--- config.mk ---
export PLATFORM = sky130hd
export DESIGN_NAME = reg_file_writeback
export DESIGN_NICKNAME = d
export VERILOG_FILES = /design/src/rtl/reg_file_writeback_pkg.sv /design/src/rtl/reg_file_writeback_load_extend.sv /design/src/rtl/reg_file_writeback.sv
export SDC_FILE = /design/constraint.sdc
export NUM_CORES = 2
export LEC_CHECK = 0
export CAP_MARGIN = 10
export CORE_MARGIN = 8
export CORE_UTILIZATION = 55
export DETAILED_ROUTE_END_ITERATION = 8
export DONT_BUFFER_PORTS = 1
export GPL_ROUTABILITY_DRIVEN = 0
export HOLD_SLACK_MARGIN = 0.03
export PLACE_DENSITY = 0.7
export SETUP_SLACK_MARGIN = 0.2
export SYNTH_ARGS = -nofsm -noshare
export SYNTH_HDL_FRONTEND = slang
export SYNTH_SLANG_ARGS = --single-unit
--- constraint.sdc ---
create_clock -name CLK -period 4.25 [get_ports CLK]
set_clock_uncertainty 0.15 [all_clocks]
set_input_delay 0.2125 -clock CLK [delete_from_list [all_inputs] [get_ports CLK]]
set_output_delay 0.2125 -clock CLK [all_outputs]
set_load 0.05 [all_outputs]
--- src/rtl/reg_file_writeback_pkg.sv ---
// Shared types for the write-back stage and register file.
// Result-source select, load funct3 codes, buffer state.
package reg_file_writeback_pkg;

    typedef enum logic [1:0] {
        WB_ALU = 2'b00,
        WB_MEM = 2'b01,
        WB_PC4 = 2'b10,
        WB_IMM = 2'b11
    } wb_sel_e;

    localparam logic [2:0] LD_LB  = 3'b000;
    localparam logic [2:0] LD_LH  = 3'b001;
    localparam logic [2:0] LD_LW  = 3'b010;
    localparam logic [2:0] LD_LBU = 3'b100;
    localparam logic [2:0] LD_LHU = 3'b101;

    typedef enum logic {
        EMPTY = 1'b0,
        FULL  = 1'b1
    } buf_state_e;

endpackage

--- src/rtl/reg_file_writeback_load_extend.sv ---
// Load data extraction and sign/zero extension.
// Picks byte/halfword lanes out of an aligned memory word.
module load_extend
    import reg_file_writeback_pkg::*;
#(
    parameter int XLEN = 32
) (
    input  logic [XLEN-1:0] rdata,
    input  logic [2:0]      funct3,
    input  logic [1:0]      offset,
    output logic [XLEN-1:0] data
);

    logic [7:0]  byte_v;
    logic [15:0] half_v;

    // Lane select; bit 0 of the offset is dropped for halfwords
    always_comb begin
        byte_v = rdata[{offset, 3'b000} +: 8];
        half_v = rdata[{offset[1], 4'b0000} +: 16];
    end

    // Extension by load type; unknown types produce zero
    always_comb begin
        data = '0;
        case (funct3)
            LD_LB:   data = {{(XLEN-8){byte_v[7]}}, byte_v};
            LD_LH:   data = {{(XLEN-16){half_v[15]}}, half_v};
            LD_LW:   data = rdata;
            LD_LBU:  data = {{(XLEN-8){1'b0}}, byte_v};
            LD_LHU:  data = {{(XLEN-16){1'b0}}, half_v};
            default: data = '0;
        endcase
    end

endmodule

--- src/rtl/reg_file_writeback.sv ---
// Write-back stage with a one-entry buffer in front of the
// register file; reads bypass the buffered entry.
module reg_file_writeback
    import reg_file_writeback_pkg::*;
#(
    parameter int XLEN  = 32,
    parameter int NREGS = 32
) (
    input  logic            CLK,
    input  logic            RSTN,
    input  logic            WB_VALID,
    output logic            WB_READY,
    input  logic [4:0]      WB_RD,
    input  logic [1:0]      WB_SEL,
    input  logic [XLEN-1:0] ALU_RESULT,
    input  logic [XLEN-1:0] MEM_RDATA,
    input  logic [2:0]      LOAD_FUNCT3,
    input  logic [1:0]      LOAD_OFFSET,
    input  logic [XLEN-1:0] PC_PLUS4,
    input  logic [XLEN-1:0] IMM,
    input  logic            WB_STALL,
    input  logic [4:0]      READ_Addr_1,
    input  logic [4:0]      READ_Addr_2,
    output logic [XLEN-1:0] READ_Data_1,
    output logic [XLEN-1:0] READ_Data_2,
    output logic [31:0]     RETIRE_COUNT
);

    buf_state_e      state;
    logic [4:0]      buf_rd;
    logic [XLEN-1:0] buf_data;
    logic [XLEN-1:0] regs [NREGS];
    logic [XLEN-1:0] load_data;
    logic [XLEN-1:0] wb_data;
    logic            hs;
    logic            commit;

    load_extend #(
        .XLEN (XLEN)
    ) u_load_extend (
        .rdata  (MEM_RDATA),
        .funct3 (LOAD_FUNCT3),
        .offset (LOAD_OFFSET),
        .data   (load_data)
    );

    // Ready unless a stalled entry is still occupying the buffer
    always_comb begin
        WB_READY = (state == EMPTY) || !WB_STALL;
        hs       = WB_VALID && WB_READY;
        commit   = (state == FULL) && !WB_STALL;
    end

    // Result source mux
    always_comb begin
        wb_data = '0;
        unique case (wb_sel_e'(WB_SEL))
            WB_ALU: wb_data = ALU_RESULT;
            WB_MEM: wb_data = load_data;
            WB_PC4: wb_data = PC_PLUS4;
            WB_IMM: wb_data = IMM;
        endcase
    end

    // Buffer: a new request overwrites, otherwise a commit drains it
    always_ff @(posedge CLK or negedge RSTN) begin
        if (!RSTN) begin
            state    <= EMPTY;
            buf_rd   <= '0;
            buf_data <= '0;
        end else if (hs) begin
            state    <= FULL;
            buf_rd   <= WB_RD;
            buf_data <= wb_data;
        end else if (commit) begin
            state    <= EMPTY;
        end
    end

    // Architectural array; x0 is never written
    always_ff @(posedge CLK or negedge RSTN) begin
        if (!RSTN) begin
            for (int i = 0; i < NREGS; i++) begin
                regs[i] <= '0;
            end
        end else if (commit && (buf_rd != '0)
                     && (int'(buf_rd) < NREGS)) begin
            regs[buf_rd] <= buf_data;
        end
    end

    // Retired-write counter, wraps naturally
    always_ff @(posedge CLK or negedge RSTN) begin
        if (!RSTN) begin
            RETIRE_COUNT <= '0;
        end else if (commit) begin
            RETIRE_COUNT <= RETIRE_COUNT + 32'd1;
        end
    end

    // Read port 1: x0, then buffered entry, then array
    always_comb begin
        READ_Data_1 = '0;
        if (READ_Addr_1 == '0) begin
            READ_Data_1 = '0;
        end else if (state == FULL && buf_rd == READ_Addr_1) begin
            READ_Data_1 = buf_data;
        end else if (int'(READ_Addr_1) < NREGS) begin
            READ_Data_1 = regs[READ_Addr_1];
        end
    end

    // Read port 2: x0, then buffered entry, then array
    always_comb begin
        READ_Data_2 = '0;
        if (READ_Addr_2 == '0) begin
            READ_Data_2 = '0;
        end else if (state == FULL && buf_rd == READ_Addr_2) begin
            READ_Data_2 = buf_data;
        end else if (int'(READ_Addr_2) < NREGS) begin
            READ_Data_2 = regs[READ_Addr_2];
        end
    end

endmodule

==> run_summary.xml <==
<?xml version="1.0" encoding="UTF-8"?>
<metrics>
  <group name="outcome">
    <metric name="outcome" unit="">finished, violations left</metric>
    <metric name="violations" unit="">negative hold slack</metric>
  </group>
  <group name="timing">
    <metric name="tightest_slew" unit="ns">1.40</metric>
    <metric name="setup_viol" unit="">0</metric>
    <metric name="hold_violations_final" unit="">566</metric>
    <metric name="maxClockFrequency" unit="MHz">254</metric>
    <metric name="finalHoldWorstSlack" unit="ns">-0.952</metric>
    <metric name="setup_ws" unit="ns">0.310</metric>
    <metric name="finalMaxSlewViolations" unit="">0</metric>
    <metric name="grt_setup_unrepaired" unit="">false</metric>
    <metric name="final_period_minus_worst_setup_slack" unit="ns">3.94</metric>
    <metric name="relSlewSlack" unit="%">6.47</metric>
    <metric name="fin_setup_tns" unit="ns">0</metric>
    <metric name="post-route-period-util" unit="%">92.7</metric>
  </group>
  <group name="floorplanning">
    <metric name="num_io_pins" unit="">251</metric>
    <metric name="core-area" unit="mm2">0.107</metric>
    <metric name="effective_utilization_at_floorplan" unit="%">55.3</metric>
    <metric name="core_rows" unit="">120</metric>
    <metric name="die_y" unit="um">343</metric>
    <metric name="die_w" unit="um">343</metric>
    <metric name="full_die_area" unit="mm2">0.118</metric>
  </group>
  <group name="power_and_ir_drop">
    <metric name="power.sequential.fraction" unit="%">44.4</metric>
    <metric name="power-per-cell-area" unit="mW/mm2">527</metric>
    <metric name="max-vdd-ir-drop" unit="mV">0.388</metric>
    <metric name="switching_power" unit="uW">10200</metric>
    <metric name="internal-power" unit="uW">24200</metric>
    <metric name="total_leakage_power" unit="uW">0.0291</metric>
    <metric name="power_frac_comb" unit="%">24.4</metric>
    <metric name="power.switching_fraction" unit="%">29.7</metric>
    <metric name="power.share.clock" unit="%">31.2</metric>
  </group>
  <group name="detailed_routing">
    <metric name="route.detailed.drc" unit="">0</metric>
    <metric name="route.final.wire_length" unit="um">199000</metric>
    <metric name="num_vias" unit="">40700</metric>
    <metric name="firstDrtPassIters" unit="">6</metric>
    <metric name="antenna_left" unit="">0</metric>
    <metric name="drt_iter0_drc" unit="">4677</metric>
    <metric name="wl_per_cell" unit="um">35.5</metric>
    <metric name="detail_route.vias_per_cell" unit="">7.26</metric>
  </group>
  <group name="placement">
    <metric name="post-place-ws" unit="ns">0.912</metric>
    <metric name="post-place-cells" unit="">5303</metric>
    <metric name="hpwl" unit="um">119000</metric>
    <metric name="port-buffer-count" unit="">0</metric>
  </group>
  <group name="hold_path">
    <metric name="hp-class" unit="">in -&gt; async</metric>
  </group>
  <group name="critical_path">
    <metric name="worst-endpoint-arrival" unit="ns">3.58</metric>
    <metric name="worst_ep_required_time" unit="ns">3.89</metric>
    <metric name="worst-setup-path-type" unit="">reg -&gt; out</metric>
    <metric name="critical_path.max_fanout" unit="">27</metric>
    <metric name="setup.worst_path.end_class" unit="">primary output</metric>
    <metric name="cp-start-kind" unit="">register</metric>
  </group>
  <group name="grt">
    <metric name="grt_max_degree" unit="">1095</metric>
    <metric name="first_pass_grt_wire_length" unit="um">289000</metric>
    <metric name="antenna_found_initial" unit="">14</metric>
    <metric name="grt.overflow.total" unit="">0</metric>
    <metric name="vias_in_the_first_global_route" unit="">41400</metric>
    <metric name="grt_util_all_layers" unit="%">33.3</metric>
  </group>
  <group name="yosys">
    <metric name="ys.warnings.count" unit="">0</metric>
    <metric name="synth_top_cell_area_share" unit="%">46.4</metric>
    <metric name="dominantRegCellSynth" unit="">dfrtp_1</metric>
    <metric name="postSynthAreaPerCell" unit="um2">14.1</metric>
    <metric name="asr_flop_ratio_synth" unit="%">100</metric>
    <metric name="post_synth_main_area_contributors" unit="">dfrtp_1 46%, mux2_2 20%, mux4_2 18%, mux2i_1 1.7%, o22ai_1 1.5%</metric>
    <metric name="ys_ff_latch" unit="">1094</metric>
    <metric name="syn-instance-count" unit="">4181</metric>
    <metric name="synth-seq-area-share" unit="%">46.4</metric>
    <metric name="ys_types" unit="">67</metric>
    <metric name="syn-num-nets" unit="">4336</metric>
    <metric name="synth_top_area_cell" unit="">dfrtp_1</metric>
    <metric name="synth_enable_flop_cells" unit="">0</metric>
    <metric name="synth_area" unit="mm2">0.0590</metric>
  </group>
  <group name="clocking">
    <metric name="clock_latency" unit="ns">0.72</metric>
    <metric name="cts.root.buffer_cell" unit="">clkbuf_16</metric>
    <metric name="max-clock-path-buffers" unit="">3</metric>
    <metric name="cts_hold_buf" unit="">75</metric>
    <metric name="tritoncts_num_sinks" unit="">1094</metric>
    <metric name="cts-buffers-inserted" unit="">116</metric>
    <metric name="cts_tree" unit="">done</metric>
    <metric name="worst_setup_hold_path_clk_slew" unit="ns">0.06</metric>
    <metric name="h_tree_depth" unit="">3</metric>
  </group>
  <group name="final_layout">
    <metric name="layout-area-overhead-vs-synth" unit="%">10.7</metric>
    <metric name="finalNetCount" unit="">4253</metric>
    <metric name="post_layout_nonfiller_instances" unit="">5606</metric>
    <metric name="post_route_cells_drive_above_1_share" unit="%">46.5</metric>
    <metric name="final_util" unit="%">61.1</metric>
  </group>
  <group name="job">
    <metric name="drv.max_cap_violation_count" unit="">0</metric>
  </group>
</metrics>
[flip-flops by register name, summed over array words and instances, names as in the netlist]
name,count
RETIRE_COUNT,32
buf_rd,5
regs,1024
buf_data,32
state,1
[synthesized netlist by cell type (all sizes together) (19+ instances only)]
cell type,count
nand2b,19
o221ai,22
a221oi,58
o21ai,88
a22oi,71
buf,229
mux2i,100
clkbuf,230
dfrtp,1094
mux2,1056
a21oi,65
nand2,147
xnor2,28
nand3,22
a22o,20
o22ai,146
mux4,461
nor2,135
[metal layers]
layer	vias to the layer above	share of wire (%)	routed length [um]	GRT usage, %
met4	8	6.4	12700	17.3
met5	-	0.029	57	0
met2	2427	45	89300	50.2
met3	708	11	21900	10.1
met1	21600	38	75000	43.7
li1	16000	-	-	-
[cell usage in the layout, fill, tap and decap left out, types with 21 or more instances in the layout]
| master | Yosys | routed |
|---|---|---|
| dfrtp_1 | 1094 | 1094 |
| o221ai_1 | 22 | 22 |
| mux4_2 | 461 | 461 |
| a22oi_1 | 71 | 71 |
| a21oi_1 | 65 | 65 |
| o21ai_0 | 79 | 79 |
| nand3_1 | 22 | 21 |
| clkbuf_16 | 0 | 120 |
| mux2_2 | 1042 | 1042 |
| mux2i_1 | 100 | 100 |
| dlygate4sd3_1 | 0 | 75 |
| nor2_1 | 127 | 115 |
| clkinv_2 | 0 | 22 |
| o22ai_1 | 146 | 144 |
| xnor2_1 | 28 | 28 |
| buf_4 | 39 | 157 |
| a221oi_1 | 58 | 58 |
| clkbuf_8 | 0 | 30 |
| nand2_1 | 147 | 128 |
[final timing paths]
path                           start                to  slack, ns  cells after the start
min                             RSTN  RETIRE_COUNT[17]      -0.95                      0
min in group CLK            WB_VALID         buf_rd[1]       0.11                      3
max in group asynchronous       RSTN         regs[573]       2.12                      3
max reg2reg                    state       buf_data[2]       1.03                      5
max                        buf_rd[0]   READ_Data_2[16]       0.31                      7
min reg2reg                regs[996]         regs[996]       0.25                      0
[repair_timing]
action | CTS | global route
resized for setup | 2 | 3
setup buffers | 0 | 0
endpoints found under the setup margin | 2 | 14
endpoints found under the hold margin | 1137 | 566
[worst max-delay path: stages, from the launching register on]
cell and delay [ns]:
dfrtp_1 0.50, xnor2_1 0.23, nand4_1 0.15, or2_4 0.43, nand2b_1 0.49, o22ai_1 0.17
nor2_1 0.56, buf_4 0.32
[final cells by class]
cell class | count | area (um2)
antenna | 11 | 27.5
inverter | 10 | 37.5
sequential | 1094 | 27400
clock buffer | 170 | 3490
tap | 1403 | 1760
timing repair buffer | 258 | 2480
clock inverter | 42 | 536
multi-input combinational | 2618 | 29600
fill | 8122 | 41500
[power by group through the flow]
stage / registers [uW] / logic, uW / clock network, uW
floorplan: 14500 / 6640 / 0
global placement: 15100 / 7810 / 0
detailed placement: 15300 / 7990 / 0
CTS: 15200 / 8110 / 10800
global route: 15600 / 8810 / 11200
finish: 15300 / 8390 / 10700
[logic make-up (layout without fill, tap and decap cells)]
| kind of cell | Yosys count | after routing | synth area share [%] |
|---|---|---|---|
| and+or+nand+nor | 403 | 403 | 3.10 |
| buffers and inverters | 469 | 480 | 3.96 |
| muxes | 1617 | 1617 | 39.5 |
| xor gates and xnor gates | 41 | 41 | 0.609 |
| DFF | 1094 | 1094 | 46.4 |
| AOI/OAI and AO/OA | 556 | 556 | 6.44 |
| adders and majority gates | 1 | 1 | 0.0212 |
| other | 0 | 11 | 0 |
[stage by stage]
step                      total power [uW]  area, um2
final                                34400      65300
after global routing                 35600      65300
after CTS                            34100      65100
after detailed placement             23300      60300
after global placement               22900      60300
after floorplan                      21100      59000
(Power assumes the default switching activity.)
